<file path="config.mk">
export PLATFORM = sky130hd
export DESIGN_NAME = nmr_cpmg_multiscan_seq_flat
export DESIGN_NICKNAME = d
export VERILOG_FILES = /design/src/rtl/nmr_cpmg_multiscan_seq_if.sv /design/src/rtl/nmr_cpmg_multiscan_seq.sv /design/src/flat_wrapper.sv
export SDC_FILE = /design/constraint.sdc
export NUM_CORES = 2
export LEC_CHECK = 0
export ABC_AREA = 0
export BUFFER_PORTS_ARGS = -buffer_cell sky130_fd_sc_hd__buf_2
export CORE_MARGIN = 2
export CORE_UTILIZATION = 50
export DETAILED_ROUTE_END_ITERATION = 10
export HOLD_SLACK_MARGIN = 0.15
export PLACE_DENSITY_LB_ADDON = 0.05
export SETUP_SLACK_MARGIN = 0.3
export SKIP_CTS_REPAIR_TIMING = 1
export SYNTH_ARGS = -nofsm -noshare
export SYNTH_HDL_FRONTEND = slang
export SYNTH_SLANG_ARGS = --single-unit
</file>
<file path="constraint.sdc">
create_clock -name PULSEPROG_CLK -period 15.46 [get_ports PULSEPROG_CLK]
set_input_delay 4.638 -clock PULSEPROG_CLK [delete_from_list [all_inputs] [get_ports PULSEPROG_CLK]]
set_output_delay 4.638 -clock PULSEPROG_CLK [all_outputs]
set_load 0.03 [all_outputs]
</file>
<file path="src/rtl/nmr_cpmg_multiscan_seq_if.sv">
// Control, timing configuration and pulse outputs of the CPMG multiscan sequencer.
// The sequencer uses the slave modport; the driver of the run settings uses master.
interface nmr_cpmg_multiscan_seq_if #(
    parameter int DBW        = 32,
    parameter int NUM_PHASES = 4,
    parameter int PHASE_W    = 2
);
    logic                          START;
    logic                          ABORT;
    logic [DBW-1:0]                T1_PULSE180;
    logic [DBW-1:0]                T1_DELAY;
    logic [DBW-1:0]                PULSE90;
    logic [DBW-1:0]                DELAY_NO_ACQ;
    logic [DBW-1:0]                PULSE180;
    logic [DBW-1:0]                DELAY_WITH_ACQ;
    logic [DBW-1:0]                ECHO_PER_SCAN;
    logic [DBW-1:0]                SAMPLES_PER_ECHO;
    logic [DBW-1:0]                ADC_INIT_DELAY;
    logic [DBW-1:0]                RX_DELAY;
    logic [DBW-1:0]                SCAN_COUNT;
    logic [NUM_PHASES*PHASE_W-1:0] PHASE_TABLE;
    logic                          FSMSTAT;
    logic                          DONE;
    logic                          RF_EN;
    logic [PHASE_W-1:0]            RF_PHASE;
    logic                          EN_RX;
    logic                          TX_SD;
    logic                          ACQ_WND;
    logic [DBW-1:0]                ECHO_IDX;
    logic [DBW-1:0]                SCAN_IDX;

    modport master (
        output START, ABORT, T1_PULSE180, T1_DELAY, PULSE90, DELAY_NO_ACQ,
        output PULSE180, DELAY_WITH_ACQ, ECHO_PER_SCAN, SAMPLES_PER_ECHO,
        output ADC_INIT_DELAY, RX_DELAY, SCAN_COUNT, PHASE_TABLE,
        input  FSMSTAT, DONE, RF_EN, RF_PHASE, EN_RX, TX_SD, ACQ_WND,
        input  ECHO_IDX, SCAN_IDX
    );

    modport slave (
        input  START, ABORT, T1_PULSE180, T1_DELAY, PULSE90, DELAY_NO_ACQ,
        input  PULSE180, DELAY_WITH_ACQ, ECHO_PER_SCAN, SAMPLES_PER_ECHO,
        input  ADC_INIT_DELAY, RX_DELAY, SCAN_COUNT, PHASE_TABLE,
        output FSMSTAT, DONE, RF_EN, RF_PHASE, EN_RX, TX_SD, ACQ_WND,
        output ECHO_IDX, SCAN_IDX
    );
endinterface

</file>
<file path="src/rtl/nmr_cpmg_multiscan_seq.sv">
// NMR pulse-program sequencer: optional T1 inversion, CPMG echo train, multiple scans
// with phase cycling. Outputs are registered from the next-state decode.
module nmr_cpmg_multiscan_seq #(
    parameter int DATABUS_WIDTH = 32,
    parameter int NUM_PHASES    = 4,
    parameter int PHASE_W       = 2
) (
    input logic                   PULSEPROG_CLK,
    input logic                   RESET,
    nmr_cpmg_multiscan_seq_if.slave bus
);
    localparam int DBW = DATABUS_WIDTH;
    localparam int TBW = NUM_PHASES * PHASE_W;
    localparam int PIW = (NUM_PHASES > 1) ? $clog2(NUM_PHASES) : 1;

    typedef enum logic [3:0] {
        S_IDLE, S_T1P, S_T1D, S_P90, S_DNA, S_P180, S_DACQ, S_SEND, S_DONE
    } state_t;

    typedef struct packed {
        logic [DBW-1:0] t1p, t1d, p90, dna, p180, dacq;
        logic [DBW-1:0] echoes, samples, adc, rx, scans;
        logic [TBW-1:0] tbl;
    } cfg_t;

    state_t             state_q, state_d;
    cfg_t               cfg_q, cfg_d;
    logic [DBW-1:0]     cnt_q, cnt_d, echo_q, echo_d, scan_q, scan_d;
    logic [PIW-1:0]     ph_q, ph_d;
    logic               fsmstat_q, fsmstat_d, done_q, done_d;
    logic               rf_en_q, rf_en_d, en_rx_q, en_rx_d;
    logic               tx_sd_q, tx_sd_d, acq_q, acq_d;
    logic [PHASE_W-1:0] rf_phase_q, rf_phase_d, ph_sel;
    logic [DBW-1:0]     len, scans_eff;
    logic [DBW:0]       acq_end;
    logic               last, go_t1, go_p90, go_dna, go_echo;

    always_comb begin
        len = DBW'(1);
        unique case (state_q)
            S_T1P:   len = cfg_q.t1p;
            S_T1D:   len = cfg_q.t1d;
            S_P90:   len = cfg_q.p90;
            S_DNA:   len = cfg_q.dna;
            S_P180:  len = cfg_q.p180;
            S_DACQ:  len = cfg_q.dacq;
            default: len = DBW'(1);
        endcase
        last      = (cnt_q == len - DBW'(1));
        scans_eff = (cfg_q.scans == '0) ? DBW'(1) : cfg_q.scans;
    end

    always_comb begin
        state_d = state_q;
        cfg_d   = cfg_q;
        cnt_d   = cnt_q + DBW'(1);
        echo_d  = echo_q;
        scan_d  = scan_q;
        ph_d    = ph_q;
        go_t1   = 1'b0;
        go_p90  = 1'b0;
        go_dna  = 1'b0;
        go_echo = 1'b0;
        unique case (state_q)
            S_IDLE: if (bus.START) begin
                cfg_d = '{bus.T1_PULSE180, bus.T1_DELAY, bus.PULSE90,
                          bus.DELAY_NO_ACQ, bus.PULSE180, bus.DELAY_WITH_ACQ,
                          bus.ECHO_PER_SCAN, bus.SAMPLES_PER_ECHO,
                          bus.ADC_INIT_DELAY, bus.RX_DELAY, bus.SCAN_COUNT,
                          bus.PHASE_TABLE};
                scan_d = '0;
                echo_d = '0;
                ph_d   = '0;
                go_t1  = 1'b1;
            end
            S_T1P: if (last) begin
                if (cfg_q.t1d != '0) begin
                    state_d = S_T1D;
                    cnt_d   = '0;
                end else go_p90 = 1'b1;
            end
            S_T1D: if (last) go_p90 = 1'b1;
            S_P90: if (last) go_dna = 1'b1;
            S_DNA: if (last) go_echo = 1'b1;
            S_P180: if (last) begin
                if (cfg_q.dacq != '0) begin
                    state_d = S_DACQ;
                    cnt_d   = '0;
                end else begin
                    echo_d  = echo_q + DBW'(1);
                    go_echo = 1'b1;
                end
            end
            S_DACQ: if (last) begin
                echo_d  = echo_q + DBW'(1);
                go_echo = 1'b1;
            end
            S_SEND: begin
                scan_d = scan_q + DBW'(1);
                ph_d   = (ph_q == PIW'(NUM_PHASES - 1)) ? '0 : ph_q + PIW'(1);
                if (scan_d >= scans_eff) begin
                    state_d = S_DONE;
                    cnt_d   = '0;
                end else begin
                    echo_d = '0;
                    go_t1  = 1'b1;
                end
            end
            S_DONE: begin
                state_d = S_IDLE;
                cnt_d   = '0;
            end
            default: state_d = S_IDLE;
        endcase
        // Zero-length states collapse so the next non-empty state starts this cycle.
        if (go_t1) begin
            cnt_d = '0;
            if (cfg_d.t1p != '0) state_d = S_T1P;
            else go_p90 = 1'b1;
        end
        if (go_p90) begin
            cnt_d = '0;
            if (cfg_d.p90 != '0) state_d = S_P90;
            else go_dna = 1'b1;
        end
        if (go_dna) begin
            cnt_d = '0;
            if (cfg_d.dna != '0) state_d = S_DNA;
            else go_echo = 1'b1;
        end
        if (go_echo) begin
            cnt_d = '0;
            if (echo_d >= cfg_d.echoes) state_d = S_SEND;
            else if (cfg_d.p180 != '0) state_d = S_P180;
            else if (cfg_d.dacq != '0) state_d = S_DACQ;
            else begin
                echo_d  = cfg_d.echoes;
                state_d = S_SEND;
            end
        end
        if (bus.ABORT) begin
            state_d = S_IDLE;
            cfg_d   = cfg_q;
            cnt_d   = '0;
            echo_d  = echo_q;
            scan_d  = scan_q;
            ph_d    = ph_q;
        end
    end

    always_comb begin
        fsmstat_d  = (state_d != S_IDLE);
        done_d     = (state_d == S_DONE);
        rf_en_d    = (state_d == S_T1P) || (state_d == S_P90) || (state_d == S_P180);
        tx_sd_d    = (state_d == S_DACQ);
        en_rx_d    = tx_sd_d && (cnt_d >= cfg_d.rx);
        acq_end    = {1'b0, cfg_d.adc} + {1'b0, cfg_d.samples};
        acq_d      = tx_sd_d && (cnt_d >= cfg_d.adc) && ({1'b0, cnt_d} < acq_end);
        ph_sel     = cfg_d.tbl[int'(ph_d)*PHASE_W +: PHASE_W];
        rf_phase_d = rf_phase_q;
        if (state_d == S_P90) rf_phase_d = ph_sel;
        else if (state_d == S_T1P || state_d == S_P180) rf_phase_d = ph_sel + PHASE_W'(1);
    end

    always_ff @(posedge PULSEPROG_CLK) begin
        if (RESET) begin
            state_q    <= S_IDLE;
            cfg_q      <= '0;
            cnt_q      <= '0;
            echo_q     <= '0;
            scan_q     <= '0;
            ph_q       <= '0;
            fsmstat_q  <= 1'b0;
            done_q     <= 1'b0;
            rf_en_q    <= 1'b0;
            en_rx_q    <= 1'b0;
            tx_sd_q    <= 1'b0;
            acq_q      <= 1'b0;
            rf_phase_q <= '0;
        end else begin
            state_q    <= state_d;
            cfg_q      <= cfg_d;
            cnt_q      <= cnt_d;
            echo_q     <= echo_d;
            scan_q     <= scan_d;
            ph_q       <= ph_d;
            fsmstat_q  <= fsmstat_d;
            done_q     <= done_d;
            rf_en_q    <= rf_en_d;
            en_rx_q    <= en_rx_d;
            tx_sd_q    <= tx_sd_d;
            acq_q      <= acq_d;
            rf_phase_q <= rf_phase_d;
        end
    end

    assign bus.FSMSTAT  = fsmstat_q;
    assign bus.DONE     = done_q;
    assign bus.RF_EN    = rf_en_q;
    assign bus.RF_PHASE = rf_phase_q;
    assign bus.EN_RX    = en_rx_q;
    assign bus.TX_SD    = tx_sd_q;
    assign bus.ACQ_WND  = acq_q;
    assign bus.ECHO_IDX = echo_q;
    assign bus.SCAN_IDX = scan_q;
endmodule

</file>
<file path="src/flat_wrapper.sv">
// flat-port wrapper written by rule: the top's interface ports become plain ports
module nmr_cpmg_multiscan_seq_flat 
#(
    parameter int DATABUS_WIDTH = 32,
    parameter int NUM_PHASES    = 4,
    parameter int PHASE_W       = 2
)
  (PULSEPROG_CLK, RESET, bus_START, bus_ABORT, bus_T1_PULSE180, bus_T1_DELAY, bus_PULSE90, bus_DELAY_NO_ACQ, bus_PULSE180, bus_DELAY_WITH_ACQ, bus_ECHO_PER_SCAN, bus_SAMPLES_PER_ECHO, bus_ADC_INIT_DELAY, bus_RX_DELAY, bus_SCAN_COUNT, bus_PHASE_TABLE, bus_FSMSTAT, bus_DONE, bus_RF_EN, bus_RF_PHASE, bus_EN_RX, bus_TX_SD, bus_ACQ_WND, bus_ECHO_IDX, bus_SCAN_IDX);
  nmr_cpmg_multiscan_seq_if #(.DBW(32), .NUM_PHASES(NUM_PHASES), .PHASE_W(PHASE_W)) bus_i ();
  input logic PULSEPROG_CLK;
  input logic RESET;
  input wire logic [$bits(bus_i.START)-1:0] bus_START;
  input wire logic [$bits(bus_i.ABORT)-1:0] bus_ABORT;
  input wire logic [$bits(bus_i.T1_PULSE180)-1:0] bus_T1_PULSE180;
  input wire logic [$bits(bus_i.T1_DELAY)-1:0] bus_T1_DELAY;
  input wire logic [$bits(bus_i.PULSE90)-1:0] bus_PULSE90;
  input wire logic [$bits(bus_i.DELAY_NO_ACQ)-1:0] bus_DELAY_NO_ACQ;
  input wire logic [$bits(bus_i.PULSE180)-1:0] bus_PULSE180;
  input wire logic [$bits(bus_i.DELAY_WITH_ACQ)-1:0] bus_DELAY_WITH_ACQ;
  input wire logic [$bits(bus_i.ECHO_PER_SCAN)-1:0] bus_ECHO_PER_SCAN;
  input wire logic [$bits(bus_i.SAMPLES_PER_ECHO)-1:0] bus_SAMPLES_PER_ECHO;
  input wire logic [$bits(bus_i.ADC_INIT_DELAY)-1:0] bus_ADC_INIT_DELAY;
  input wire logic [$bits(bus_i.RX_DELAY)-1:0] bus_RX_DELAY;
  input wire logic [$bits(bus_i.SCAN_COUNT)-1:0] bus_SCAN_COUNT;
  input wire logic [$bits(bus_i.PHASE_TABLE)-1:0] bus_PHASE_TABLE;
  output wire logic [$bits(bus_i.FSMSTAT)-1:0] bus_FSMSTAT;
  output wire logic [$bits(bus_i.DONE)-1:0] bus_DONE;
  output wire logic [$bits(bus_i.RF_EN)-1:0] bus_RF_EN;
  output wire logic [$bits(bus_i.RF_PHASE)-1:0] bus_RF_PHASE;
  output wire logic [$bits(bus_i.EN_RX)-1:0] bus_EN_RX;
  output wire logic [$bits(bus_i.TX_SD)-1:0] bus_TX_SD;
  output wire logic [$bits(bus_i.ACQ_WND)-1:0] bus_ACQ_WND;
  output wire logic [$bits(bus_i.ECHO_IDX)-1:0] bus_ECHO_IDX;
  output wire logic [$bits(bus_i.SCAN_IDX)-1:0] bus_SCAN_IDX;
  assign bus_i.START = bus_START;
  assign bus_i.ABORT = bus_ABORT;
  assign bus_i.T1_PULSE180 = bus_T1_PULSE180;
  assign bus_i.T1_DELAY = bus_T1_DELAY;
  assign bus_i.PULSE90 = bus_PULSE90;
  assign bus_i.DELAY_NO_ACQ = bus_DELAY_NO_ACQ;
  assign bus_i.PULSE180 = bus_PULSE180;
  assign bus_i.DELAY_WITH_ACQ = bus_DELAY_WITH_ACQ;
  assign bus_i.ECHO_PER_SCAN = bus_ECHO_PER_SCAN;
  assign bus_i.SAMPLES_PER_ECHO = bus_SAMPLES_PER_ECHO;
  assign bus_i.ADC_INIT_DELAY = bus_ADC_INIT_DELAY;
  assign bus_i.RX_DELAY = bus_RX_DELAY;
  assign bus_i.SCAN_COUNT = bus_SCAN_COUNT;
  assign bus_i.PHASE_TABLE = bus_PHASE_TABLE;
  assign bus_FSMSTAT = bus_i.FSMSTAT;
  assign bus_DONE = bus_i.DONE;
  assign bus_RF_EN = bus_i.RF_EN;
  assign bus_RF_PHASE = bus_i.RF_PHASE;
  assign bus_EN_RX = bus_i.EN_RX;
  assign bus_TX_SD = bus_i.TX_SD;
  assign bus_ACQ_WND = bus_i.ACQ_WND;
  assign bus_ECHO_IDX = bus_i.ECHO_IDX;
  assign bus_SCAN_IDX = bus_i.SCAN_IDX;
  nmr_cpmg_multiscan_seq #(.DATABUS_WIDTH(DATABUS_WIDTH), .NUM_PHASES(NUM_PHASES), .PHASE_W(PHASE_W)) u_core (.PULSEPROG_CLK(PULSEPROG_CLK), .RESET(RESET), .bus(bus_i));
endmodule
</file>
# == Word level (Yosys, flattened, before mapping) ==
# Cells that the tools add are included.
# totals
input_bits,364
output_inout_bits,72
regBits,470
# classes
n_lt_le_gt_ge,5
reduce_logical,22
addsub,7
n_mux,68
n_eq_ne,16
shifts,1
n_bitwise,1
# op_table
operator,count
360-bit two-way mux,2
32-bit two-way mux,21
32-bit case mux with 4 select lines,2
32-bit nonzero test,7
32-bit case mux with 6 select lines,1
136-bit two-way mux,1
32-bit greater-or-equal comparator,4
"32-bit by 1-bit adder with 32-bit output, second input constant",3
32-bit case mux with 2 select lines,1
4-bit two-way mux,15
32-bit by 32-bit adder with 33-bit output,1
32-bit by 33-bit less-than comparator with 1-bit output,1
32-bit equality test,1
32-bit logical NOT,1
"32-bit by 1-bit subtractor with 32-bit output, second input constant",1
"4-bit by 3-bit equality test with 1-bit output, second input constant",6
4-bit case mux with 4 select lines,1
1-bit two-way mux,15
"4-bit by 2-bit equality test with 1-bit output, second input constant",3
2-bit two-way mux,5
"4-bit by 1-bit equality test with 1-bit output, second input constant",2
"4-bit equality test, second input constant",2
8-bit by 4-bit indexed part select with 2-bit output,1
1-bit case mux with 2 select lines,3
13 further kinds,20

# == Depth between registers and ports, before layout ==
# logic_depth
depth_word,18
ltp_mapped,40
depth_no_buf,38

# == Worst setup path after synthesis ==
# No wires, ideal clock.
# synth_timing
path_kind,input-to-reg
startpoint,in bus_ABORT
endpoint,"reg u_core.acq_q, in the netlist u_core.bus.ACQ_WND"
arrival_ps,10128
slack_ps,5217
required_ps,15345
path_stages,28
path_cell_list,clkinv_1 nand4_1 clkbuf_1 buf_1 mux2i_1 inv_1 ha_1 a21o_1 a21oi_1 nor2b_1 o21a_1 o22a_1 a41o_1 o41ai_1 o211ai_1 nand2_1 o21ai_0 o41ai_1 o2111ai_1 a21oi_1 xor2_1 ha_1 nand4b_1 o22a_1 nand4_1 o21bai_1 nand3_1 and3_1
# synth_rtl
item,line,text
from (decl),flat_wrapper.sv:13,input wire logic [$bits(bus_i.ABORT)-1:0] bus_ABORT;
to (signal assigned),nmr_cpmg_multiscan_seq.sv:192,acq_q <= acq_d;
to (decl),nmr_cpmg_multiscan_seq.sv:32,"logic tx_sd_q, tx_sd_d, acq_q, acq_d;"

==> results_dict.tcl <==
set metrics [dict create \
    numCtsBuffers 52 \
    grt_pass1_vias 25100 \
    synth.net_count 4208 \
    drv_cap 0 \
    fin_worst_skew_ns 0.0183 \
    overflow 0 \
    reg2reg_from "u_core.bus.SCAN_IDX[0]$_SDFFE_PP0P_" \
    final.fill_count 5464 \
    hpwl_um 69400 \
    drt-total-wl_um 93400 \
    slew_headroom_pct 22.7 \
    max_freq_mhz 85.4 \
    synthTopCellsByArea "dfxtp_1 (33%), nand2_1 (10%), ha_1 (8.7%)" \
    fin_crit_ns 11.71 \
    power_density_nw_per_um2 96.8 \
    crit_start "bus_ABORT" \
    cp.required_ns 15.95 \
    drive_gt1_share_pct 15.5 \
    tightest_slew_ns 1.16 \
    drtPass1Iterations 7 \
    ys_dominant_reg_cell "dfxtp_1" \
    syn_area_sq_um 28300 \
    portBuffers 435 \
    pin_count 436 \
    root_buffer "clkbuf_16" \
    ys_ff_latch 470 \
    nets 4511 \
    hold_path_class "register to register" \
    hold_viol 0 \
    detail_route.wl_per_cell_um 19.6 \
    syn-instance-count 3647 \
    antenna_found_initial 4 \
    critical_path.max_fanout 156 \
    clk_latency_ns 0.61 \
    slowest_stage "o41ai_1" \
    place_congestion 1.00 \
    core_sq_um 56200 \
    critical-path-top-delay-family "compound AO/OA/AOI/OAI gates" \
    post-route-util_pct 58.3 \
    dieHeight_um 242 \
    setup_viol 0 \
    drc 0 \
    yosys_warnings 0 \
    avgSynthCellArea_sq_um 7.76 \
    htree_levels 2 \
    grt_max_degree 211 \
    cp.arrival_ns 12.20 \
    hold_path.startpoint "u_core.cfg_q[141]$_SDFFE_PP0N_" \
    path_class "input pin to register" \
    crit_buf_inv 4 \
    worstSetupStartpointType "input pin" \
    synthArstFlopShare_pct 0 \
    dieArea_sq_um 58500 \
    ys_seq_area_share_pct 33.3 \
    yosysTopAreaCellShare_pct 33.3 \
    vias 27500 \
    gr-usage-all-layers_pct 30.4 \
    fin_tns_setup_ns 0 \
    synth_cell_types 95 \
    cts.clk_slew.worst_paths_ns 0.06 \
    die_w_um 242 \
    cellLeakagePower_nw 14.6 \
    rsz0062_at_grt "false" \
    synth_area_leader_cell "dfxtp_1" \
    syn_to_final_growth_pct 15.7 \
    grt_pass1_wl_um 143000 \
    synth-edff-count 0 \
    outcome "complete, no violations" \
    crit_path_max_incr_delay_ns 0.69 \
    ir_drop_uv 83.8 \
    crit_path_end_kind "register" \
    drt-initial-drc-count 2216 \
    vias_per_cell 5.78 \
    rows 87 \
    clk_path_buf_depth 3 \
    start_util_pct 50.4 \
    drtAntennaViolNets 0 \
    cts_tree "yes" \
    slew_violations 0 \
    period_share_pct 75.7 \
    clock_sinks 470 \
]
## registers in the layout, summed over array words and instances (netlist names)
| register | cells |
|---|---|
| u_core.cfg_q | 360 |
| u_core.bus.ECHO_IDX | 32 |
| u_core.bus.SCAN_IDX | 32 |
| u_core.cnt_q | 32 |
| u_core.state_q | 4 |
| u_core.bus.RF_PHASE | 2 |
| u_core.ph_q | 2 |
| u_core.bus.ACQ_WND | 1 |
| u_core.bus.DONE | 1 |
| u_core.bus.EN_RX | 1 |
| u_core.bus.FSMSTAT | 1 |
| u_core.bus.RF_EN | 1 |
| u_core.bus.TX_SD | 1 |
## synthesized netlist by cell type (6+ instances only)
library cell    n
nand2_1       754
xnor2_1        56
buf_6          11
buf_1          11
nor4_1        103
or2_2           7
nand3_1        71
nor3_1         66
a221o_1        43
or3_1          15
nand4b_1        7
inv_1          88
a22oi_1        10
and4_1          8
o21ai_0        93
nor2b_1        30
o31ai_1         8
xor2_1         77
nand2b_1       17
a21o_1         59
a31oi_1        11
ha_1          196
mux2i_1       125
clkbuf_1      166
and3_1         89
dfxtp_1       470
a221oi_1        9
nor2_1        265
mux2_2         29
and2_1         12
o21bai_1        6
a21oi_1       430
a211oi_1       10
nand3b_1       33
or4_1           6
o211ai_1       11
buf_2          21
a22o_1         11
nand4_1        57
nor3b_1         6
o21a_1         11
o21ai_1        25
## cells in the final DEF (no fill, tap or decap), types with 57 or more instances in the layout
master   synthesis  routed
a21o_1          59      59
a21oi_1        430     430
and3_1          89      89
buf_2           21     434
dfxtp_1        470     467
ha_1           196     196
inv_1           88      88
mux2i_1        125     125
nand2_1        754     754
nand3_1         71      69
nand4_1         57      57
nor2_1         265     263
nor3_1          66      65
nor4_1         103     103
o21ai_0         93      93
xor2_1          77      77
## cell type report
| class | count | area (sq um) | share of cell area [%] |
|---|---|---|---|
| Antenna cell | 8 | 20.0 | 0.0611 |
| Clock buffer | 76 | 1530 | 4.68 |
| Clock inverter | 21 | 415 | 1.27 |
| Inverter | 90 | 338 | 1.03 |
| Multi-Input combinational cell | 2876 | 17700 | 54.0 |
| Sequential cell | 470 | 9410 | 28.7 |
| Tap cell | 756 | 946 | 2.89 |
| Timing Repair Buffer | 460 | 2400 | 7.33 |
## worst register-to-register path: cells and delay by family (launching register included)
kind | cells | cell delay (ns)
AO/OA/AOI/OAI | 20 | 4.66
AND/OR/NAND/NOR | 10 | 3.10
adder cells (fa/ha/maj) | 3 | 0.85
buffers and inverters | 2 | 0.57
flip-flops | 1 | 0.46
XOR/XNOR | 1 | 0.17
## layer usage
metal	wire length [um]	up-vias	global-route usage, %
met1	40800	12800	41.7
met5	10	-	0
met4	2690	2	9.04
li1	-	13600	-
met2	42700	906	49.1
met3	7150	169	5.28
## cell families after synthesis
family	after synthesis	share of synthesized area (%)
compound gates	814	17.8
xor+xnor	133	4.12
simple gates	1574	25.9
mux	158	5.75
buf+inv	301	4.40
flops	470	33.3
fa+ha+maj	197	8.74
## final timing paths
path / to / slack, ns / depth (start not counted)
hold / removal: u_core.cfg_q[141]$_SDFFE_PP0N_ / 0.45 / 2
setup reg to reg: u_core.bus.ECHO_IDX[17]$_SDFFE_PP0N_ / 5.59 / 36
setup / recovery: u_core.bus.ACQ_WND$_SDFF_PP0_ / 3.75 / 28
hold reg to reg: u_core.cfg_q[141]$_SDFFE_PP0N_ / 0.45 / 2
## report_power, final
group / internal [mW] / leakage, nW / total (mW) / switching [mW]
logic: 0.178 / 9.86 / 0.456 / 0.277
registers: 1.26 / 3.83 / 1.30 / 0.0428
clock network: 0.886 / 0.955 / 1.41 / 0.527
total: 2.32 / 14.6 / 3.17 / 0.847
## through the flow
step / std cells / hold WS (ns) / instance area [sq um] / setup WS, ns / total power, mW
5_1_grt: 4750 / 0.466 / 32700 / 3.18 / 3.29
3_3_place_gp: 4652 / 0.441 / 30800 / 3.30 / 1.78
4_1_cts: 4749 / 0.454 / 32700 / 3.86 / 3.19
6_report: 4757 / 0.453 / 32700 / 3.75 / 3.17
3_5_place_dp: 4652 / 0.446 / 30800 / 3.24 / 1.78
2_1_floorplan: 3647 / 0.433 / 28300 / 5.22 / 1.61
No activity file was read; power rests on OpenSTA's default activity.
